[src/rtl/mem_arb_pkg.sv]
// Shared definitions for the memory port arbiter.
//   MEMREQ_READ / MEMREQ_WRITE : memory request type encodings
//   ARB_FIXED / ARB_RR         : arbitration mode selectors
//   memreq_t                   : one memory request (type, address, write data)
package mem_arb_pkg;

  localparam logic MEMREQ_READ  = 1'b0;
  localparam logic MEMREQ_WRITE = 1'b1;

  localparam logic ARB_FIXED = 1'b0;
  localparam logic ARB_RR    = 1'b1;

  typedef struct packed {
    logic        typ;
    logic [31:0] addr;
    logic [31:0] wdata;
  } memreq_t;

endpackage

[src/rtl/mem_port_arbiter_if.sv]
// Bus bundle between the two processor ports, the arbiter and the memory.
//   req0_* / req1_*  : val/rdy request channels (instruction / data port)
//   resp0_* / resp1_*: response channels, no backpressure
//   mem_req_*        : request towards the single-ported memory
//   mem_resp_data    : memory read data, valid the cycle after mem_req_val
// Modports: slave = arbiter view, master = requesters + memory view.
interface mem_port_arbiter_if;

  logic        req0_val;
  logic        req0_rdy;
  logic        req0_type;
  logic [31:0] req0_addr;
  logic [31:0] req0_wdata;

  logic        req1_val;
  logic        req1_rdy;
  logic        req1_type;
  logic [31:0] req1_addr;
  logic [31:0] req1_wdata;

  logic        resp0_val;
  logic [31:0] resp0_data;
  logic        resp1_val;
  logic [31:0] resp1_data;

  logic        mem_req_val;
  logic        mem_req_type;
  logic [31:0] mem_req_addr;
  logic [31:0] mem_req_wdata;
  logic [31:0] mem_resp_data;

  modport slave (
    input  req0_val, req0_type, req0_addr, req0_wdata,
    input  req1_val, req1_type, req1_addr, req1_wdata,
    input  mem_resp_data,
    output req0_rdy, req1_rdy,
    output resp0_val, resp0_data, resp1_val, resp1_data,
    output mem_req_val, mem_req_type, mem_req_addr, mem_req_wdata
  );

  modport master (
    output req0_val, req0_type, req0_addr, req0_wdata,
    output req1_val, req1_type, req1_addr, req1_wdata,
    output mem_resp_data,
    input  req0_rdy, req1_rdy,
    input  resp0_val, resp0_data, resp1_val, resp1_data,
    input  mem_req_val, mem_req_type, mem_req_addr, mem_req_wdata
  );

endinterface

[src/rtl/rr_arbiter2.sv]
// Two-requester arbiter, fixed-priority or round-robin.
//   clk, rst : clock, asynchronous active-low reset
//   mode     : ARB_FIXED (requester 1 wins conflicts) or ARB_RR
//   val      : request valids, bit i = requester i
//   xfer     : a grant was taken this cycle (advances the round-robin pointer)
//   gnt      : one-hot grant, all zero when idle or in reset
module rr_arbiter2
  import mem_arb_pkg::*;
(
  input  logic       clk,
  input  logic       rst,
  input  logic       mode,
  input  logic [1:0] val,
  input  logic       xfer,
  output logic [1:0] gnt
);

  // Index of the requester that wins the next round-robin conflict.
  logic prio_q, prio_d;

  always_comb begin
    gnt    = 2'b00;
    prio_d = prio_q;
    if (rst) begin
      if (val == 2'b11) begin
        if (mode == ARB_FIXED || prio_q) gnt = 2'b10;
        else                             gnt = 2'b01;
      end else begin
        gnt = val;
      end
    end
    // Favour whoever did not just win.
    if (xfer) prio_d = ~gnt[1];
  end

  always_ff @(posedge clk or negedge rst) begin
    if (!rst) prio_q <= 1'b0;
    else      prio_q <= prio_d;
  end

endmodule

[src/rtl/mem_port_arbiter.sv]
// Shares one single-ported, 1-cycle-latency memory between the instruction
// port (requester 0) and the data port (requester 1).
//   clk, rst     : clock, asynchronous active-low reset
//   bus          : request/response/memory signals (slave modport)
//   conflict_cnt : saturating count of cycles with both requesters valid
module mem_port_arbiter
  import mem_arb_pkg::*;
#(
  parameter logic        ARB_MODE = ARB_RR,
  parameter int unsigned CNT_W    = 16
) (
  input  logic                 clk,
  input  logic                 rst,
  mem_port_arbiter_if.slave    bus,
  output logic [CNT_W-1:0]     conflict_cnt
);

  logic [1:0]       val, gnt;
  logic             xfer;
  memreq_t          req0, req1, req_sel;
  logic             pend_q, pend_d;
  logic             owner_q, owner_d;
  logic             wr_q, wr_d;
  logic [CNT_W-1:0] cnt_q, cnt_d;
  logic [31:0]      rdata;

  assign val = {bus.req1_val, bus.req0_val};

  rr_arbiter2 u_arb (
    .clk  (clk),
    .rst  (rst),
    .mode (ARB_MODE),
    .val  (val),
    .xfer (xfer),
    .gnt  (gnt)
  );

  assign xfer = |gnt;

  assign req0 = '{typ: bus.req0_type, addr: bus.req0_addr, wdata: bus.req0_wdata};
  assign req1 = '{typ: bus.req1_type, addr: bus.req1_addr, wdata: bus.req1_wdata};

  always_comb begin
    req_sel = '0;
    if (gnt[1])      req_sel = req1;
    else if (gnt[0]) req_sel = req0;
  end

  assign bus.req0_rdy      = gnt[0];
  assign bus.req1_rdy      = gnt[1];
  assign bus.mem_req_val   = xfer;
  assign bus.mem_req_type  = req_sel.typ;
  assign bus.mem_req_addr  = req_sel.addr;
  assign bus.mem_req_wdata = req_sel.wdata;

  // Response pipeline: remember who was granted and whether it was a write.
  assign pend_d  = xfer;
  assign owner_d = gnt[1];
  assign wr_d    = req_sel.typ;

  always_comb begin
    cnt_d = cnt_q;
    if (&val && cnt_q != {CNT_W{1'b1}})
      cnt_d = cnt_q + {{(CNT_W-1){1'b0}}, 1'b1};
  end

  always_ff @(posedge clk or negedge rst) begin
    if (!rst) begin
      pend_q  <= 1'b0;
      owner_q <= 1'b0;
      wr_q    <= MEMREQ_READ;
      cnt_q   <= '0;
    end else begin
      pend_q  <= pend_d;
      owner_q <= owner_d;
      wr_q    <= wr_d;
      cnt_q   <= cnt_d;
    end
  end

  // Write acks carry zero data regardless of what the memory drives.
  assign rdata = (pend_q && wr_q == MEMREQ_READ) ? bus.mem_resp_data : 32'h0;

  assign bus.resp0_val  = pend_q & ~owner_q;
  assign bus.resp1_val  = pend_q &  owner_q;
  assign bus.resp0_data = bus.resp0_val ? rdata : 32'h0;
  assign bus.resp1_data = bus.resp1_val ? rdata : 32'h0;

  assign conflict_cnt = cnt_q;

endmodule

[src/flat_wrapper.sv]
// flat-port wrapper written by rule: the top's interface ports become plain ports
module mem_port_arbiter_flat import mem_arb_pkg::*;
#(
  parameter logic        ARB_MODE = ARB_RR,
  parameter int unsigned CNT_W    = 16
)
  (clk, rst, conflict_cnt, bus_req0_val, bus_req0_type, bus_req0_addr, bus_req0_wdata, bus_req1_val, bus_req1_type, bus_req1_addr, bus_req1_wdata, bus_mem_resp_data, bus_req0_rdy, bus_req1_rdy, bus_resp0_val, bus_resp0_data, bus_resp1_val, bus_resp1_data, bus_mem_req_val, bus_mem_req_type, bus_mem_req_addr, bus_mem_req_wdata);
  mem_port_arbiter_if bus_i ();
  input  logic clk;
  input  logic rst;
  output logic [CNT_W-1:0] conflict_cnt;
  input wire logic [$bits(bus_i.req0_val)-1:0] bus_req0_val;
  input wire logic [$bits(bus_i.req0_type)-1:0] bus_req0_type;
  input wire logic [$bits(bus_i.req0_addr)-1:0] bus_req0_addr;
  input wire logic [$bits(bus_i.req0_wdata)-1:0] bus_req0_wdata;
  input wire logic [$bits(bus_i.req1_val)-1:0] bus_req1_val;
  input wire logic [$bits(bus_i.req1_type)-1:0] bus_req1_type;
  input wire logic [$bits(bus_i.req1_addr)-1:0] bus_req1_addr;
  input wire logic [$bits(bus_i.req1_wdata)-1:0] bus_req1_wdata;
  input wire logic [$bits(bus_i.mem_resp_data)-1:0] bus_mem_resp_data;
  output wire logic [$bits(bus_i.req0_rdy)-1:0] bus_req0_rdy;
  output wire logic [$bits(bus_i.req1_rdy)-1:0] bus_req1_rdy;
  output wire logic [$bits(bus_i.resp0_val)-1:0] bus_resp0_val;
  output wire logic [$bits(bus_i.resp0_data)-1:0] bus_resp0_data;
  output wire logic [$bits(bus_i.resp1_val)-1:0] bus_resp1_val;
  output wire logic [$bits(bus_i.resp1_data)-1:0] bus_resp1_data;
  output wire logic [$bits(bus_i.mem_req_val)-1:0] bus_mem_req_val;
  output wire logic [$bits(bus_i.mem_req_type)-1:0] bus_mem_req_type;
  output wire logic [$bits(bus_i.mem_req_addr)-1:0] bus_mem_req_addr;
  output wire logic [$bits(bus_i.mem_req_wdata)-1:0] bus_mem_req_wdata;
  assign bus_i.req0_val = bus_req0_val;
  assign bus_i.req0_type = bus_req0_type;
  assign bus_i.req0_addr = bus_req0_addr;
  assign bus_i.req0_wdata = bus_req0_wdata;
  assign bus_i.req1_val = bus_req1_val;
  assign bus_i.req1_type = bus_req1_type;
  assign bus_i.req1_addr = bus_req1_addr;
  assign bus_i.req1_wdata = bus_req1_wdata;
  assign bus_i.mem_resp_data = bus_mem_resp_data;
  assign bus_req0_rdy = bus_i.req0_rdy;
  assign bus_req1_rdy = bus_i.req1_rdy;
  assign bus_resp0_val = bus_i.resp0_val;
  assign bus_resp0_data = bus_i.resp0_data;
  assign bus_resp1_val = bus_i.resp1_val;
  assign bus_resp1_data = bus_i.resp1_data;
  assign bus_mem_req_val = bus_i.mem_req_val;
  assign bus_mem_req_type = bus_i.mem_req_type;
  assign bus_mem_req_addr = bus_i.mem_req_addr;
  assign bus_mem_req_wdata = bus_i.mem_req_wdata;
  mem_port_arbiter #(.ARB_MODE(ARB_MODE), .CNT_W(CNT_W)) u_core (.clk(clk), .rst(rst), .bus(bus_i), .conflict_cnt(conflict_cnt));
endmodule
[config.mk]
export PLATFORM = sky130hd
export DESIGN_NAME = mem_port_arbiter_flat
export DESIGN_NICKNAME = d
export VERILOG_FILES = /design/src/rtl/mem_arb_pkg.sv /design/src/rtl/mem_port_arbiter_if.sv /design/src/rtl/rr_arbiter2.sv /design/src/rtl/mem_port_arbiter.sv /design/src/flat_wrapper.sv
export SDC_FILE = /design/constraint.sdc
export NUM_CORES = 1
export LEC_CHECK = 0
export CAP_MARGIN = 20
export CELL_PAD_IN_SITES_DETAIL_PLACEMENT = 1
export CELL_PAD_IN_SITES_GLOBAL_PLACEMENT = 2
export CORE_AREA = 2 2 123 125
export DETAILED_ROUTE_END_ITERATION = 16
export DIE_AREA = 0 0 125 127
export DONT_BUFFER_PORTS = 1
export GPL_ROUTABILITY_DRIVEN = 1
export PLACE_DENSITY_LB_ADDON = 0.25
export SETUP_SLACK_MARGIN = 0.2
export SLEW_MARGIN = 20
export SYNTH_ARGS = -nofsm -noshare
export SYNTH_HDL_FRONTEND = slang
export SYNTH_SLANG_ARGS = --single-unit
export TNS_END_PERCENT = 100
[constraint.sdc]
create_clock -name clk -period 2.3 [get_ports clk]
set_input_delay 0.345 -clock clk [delete_from_list [all_inputs] [get_ports clk]]
set_output_delay 0.345 -clock clk [all_outputs]
set_load 0.005 [all_outputs]
==> results of run 1 <==
-- cell families after synthesis --
logic type	Yosys count
XOR/XNOR	12
adder cells (fa/ha/maj)	1
flip-flops	20
AO/OA/AOI/OAI	72
multiplexers	3
buffers and inverters	27
AND/OR/NAND/NOR	104
-- sequential cells by signal, summed over array words and instances, names as in the netlist --
register and flops:
u_core.pend_q 1, u_core.owner_q 1, u_core.wr_q 1, u_core.conflict_cnt 16, u_core.u_arb.prio_q 1
-- worst max path at each step --
stage          slack (ns)                      end  depth (start not counted)                   start
2_1_floorplan        0.62      bus_mem_req_addr[0]                          5                     rst
3_3_place_gp         0.51  u_core.conflict_cnt[12]                          5  u_core.conflict_cnt[0]
3_5_place_dp         0.47     bus_mem_req_addr[31]                          3     u_core.u_arb.prio_q
4_1_cts              0.21     bus_mem_req_addr[31]                          3     u_core.u_arb.prio_q
5_1_grt              0.22     bus_mem_req_addr[31]                          5     u_core.u_arb.prio_q
6_report             0.31     bus_mem_req_addr[23]                          3     u_core.u_arb.prio_q
-- layout by cell type, fill, tap and decap left out, drive strengths merged, types with 2 or more instances in the layout --
master and instances:
nor4 6, o21ai 2, xor2 10, dfrtp 20, nor3b 2, and2 65
clkbuf 4, nand2 10, xnor2 2, buf 13, nor2 2, a21oi 3
nand3 3, or3 2, nor3 6, a22o 65, inv 5, nand4 4
mux2 3, o21a 2
-- synth_stat cells (2+ instances only) --
cell      instances
or3_1             2
buf_1             3
nand3_1           2
a22o_1           65
nor3b_1           2
o21ai_0           2
clkbuf_1         18
mux2_2            3
nor3_1            6
and2_1           65
o21a_1            2
nand4_1           4
nor4_1            5
xnor2_1           2
nand2_1          10
xor2_1           10
inv_1             5
dfrtp_1          20
a21oi_1           2
nor2_1            2
-- repair_timing --
item,CTS,global route
cloned,0,1
hold buffers,1,0
pin swaps,1,2
endpoints found under the hold margin,20,0
gates resized for setup,0,0
buffers inserted,0,5
setup endpoints to repair,1,6
-- metrics by stage --
stage	hold slack (ns)	power [uW]	setup slack, ns	cells
after floorplan	0.04941	795.9	0.6163	239
after global placement	0.04987	906.4	0.5088	408
after detailed placement	0.04983	908.8	0.4651	408
after CTS	0.2639	1323	0.2088	413
after global routing	0.09253	1407	0.2198	420
final	0.05742	1316	0.3136	420
-- layout make-up --
| type | instances | area (sq um) | share of cell area, % |
|---|---|---|---|
| Multi-Input combinational cell | 193 | 1439 | 59.65 |
| Sequential cell | 20 | 500.5 | 20.75 |
| Tap cell | 184 | 230.2 | 9.544 |
| Timing Repair Buffer | 13 | 132.6 | 5.498 |
| Clock buffer | 4 | 88.84 | 3.683 |
| Inverter | 5 | 18.77 | 0.7780 |
| Antenna cell | 1 | 2.502 | 0.1037 |
-- report_power, final --
group / total [uW] / internal (uW) / leakage [uW] / switching [uW]
logic: 387 / 177 / 0.000682 / 210
clock network: 393 / 265 / 0.0000442 / 128
registers: 535 / 418 / 0.000250 / 118
-- layer usage --
| layer | global-route usage, % | up-vias |
|---|---|---|
| met1 | 11.42 | 959 |
| li1 | - | 872 |
| met3 | 2.387 | 6 |
| met2 | 20.75 | 188 |
| met4 | 1.765 | 0 |
| met5 | 0 | - |
==> flow_summary.yaml, run 1 <==
route:
  drt.antenna.violating_nets: 0
  vias_per_cell: 4.821
  detail_route.first_pass.iterations: 4
  met1_length_um: 3483
  met3WireLength_um: 840
  detailroute.wirelength.met2_um: 5435
  detail_route.drc_violations: 0
  dr.first_iter.drc_count: 65
  detailed_route_wl_um: 9898
  via_count: 2025
  routed_wirelength_normalized_by_instance_count_um: 23.57
  top_layer_used: "met4"
critical_path:
  critical_path_data_arrival_time_ns: 1.64
  worst_r2r_path_depth: 5
  timing.rr.start: "u_core.conflict_cnt[0]"
  cp_data_required_time_ns: 1.96
  worst-r2r-setup-slack_ns: 0.50
  critical_path.max_fanout: 47
  worstReg2RegEnd: "u_core.conflict_cnt[12]"
  critical_path.cell_chain: "a21oi_4, buf_12, a22o_1"
  delay_of_the_slowest_cell_on_the_worst_path_ns: 0.46
  crit_path_end_kind: "output pin"
  critical_path_s_top_delay_family: "compound AO/OA/AOI/OAI gates"
  cp.buffers_inverters: 1
  startpoint_type: "flip-flop"
  cp_max_stage_cell: "dfrtp_1"
  timing_worst_setup_path_type: "flip-flop to output pin"
global_route:
  antenna_found_initial: 1
  grt_start_max_net_pins: 48
  grt_first_pass_wirelength_um: 12390
  first_global_vias: 1834
  groute.usage.overall_pct: 10.46
  gr-total-overflow: 0
synth:
  yosysTopAreaCellShare_pct: 28.38
  synthesis.yosys.warnings: 0
  leading_cell_types_by_total_area_after_synthesis: "a22o_1 28%, dfrtp_1 25%, and2_1 20%"
  synth-adder-area-share_pct: 0.6238
  async_flop_share_pct: 100.0
  syn_avg_cell_area_sq_um: 8.392
  post_synth_simple_gate_area_pct: 31.88
  synth-xor-area-share_pct: 5.240
  synth_top_family_by_area: "simple AND/OR/NAND/NOR gates"
  mappedNetlistArea_sq_um: 2006
  yosys-mux-area-fraction_pct: 1.684
  syn-instance-count: 239
  sequential_share_of_the_synthesized_area_pct: 24.95
  synth.net_count: 406
  compound_gate_fraction_of_synth_area_pct: 30.51
  netlist-cell-type-count: 29
  ys_ff_latch: 20
  top_cell_type_by_total_area_after_synthesis: "a22o_1"
  synth_ff_type: "dfrtp_1"
  synth-edff-count: 0
sta:
  finalHoldViolCount: 0
  tns_ns: 0
  rsz0062_at_grt: "no"
  max_slew.worst_pin.slew_ns: 0.5010
  post-route-min-period_ns: 1.986
  maxSlewViolCount: 0
  slew_headroom_pct: 66.60
  finalClockSkew_ns: 0.002467
  maxClockFrequency_ghz: 0.5034
  final_min_period_over_clock_period_pct: 86.37
  setup-violations-final: 0
placed_design:
  io_buffer_count: 0
  dpl_cell_area_sq_um: 2257
  detailedPlacementHpwl_um: 8416
  gp_routability_congestion: 0.7674
clock_network:
  clk-insertion-delay-late_ns: 0.25
  clock_tree.buffer_depth: 2
  tritoncts: "yes"
  clock-sinks: 20
  clk_pin_slew_worst_paths_ns: 0.06
  cts-buffers-inserted: 3
  clock_tree.root_cell: "clkbuf_16"
  cts_max_level: 1
floorplan:
  core_ar_sq_um: 14420
  io_pins: 316
  rows: 44
  dieArea_sq_um: 15880
  die_y_um: 127
  die_w_um: 125
  starting_density_of_the_core_pct: 13.91
final_layout:
  proportion_of_layout_cells_with_a_drive_suffix_above_1_pct: 11.91
  area.growth.synth_to_final_pct: 20.27
  finalCoreUtilization_pct: 16.72
  area_of_all_placed_cells_without_fillers_sq_um: 2412
  n_fill_cell: 1726
  design.final.nets: 403
pwr:
  power.leakage_uw: 0.0009758
  power.ir.vdd_worst_mv: 0.2496
  power_per_unit_of_standard_cell_area_nw_per_um2: 545.4
worst_hold_path:
  timing.hold.worst.class: "input pin to asynchronous set/reset pin"
outcome:
  run_status: "finished clean"
flow_run:
  cap_viol_max_count: 0
(Power assumes the default switching activity.)
==> inputs of run 2 (changes only) <==
Settings changed: HOLD_SLACK_MARGIN set to 0.05.
==> results of run 2 <==
The final DEF is identical to that of run 1; final timing and power are the same.
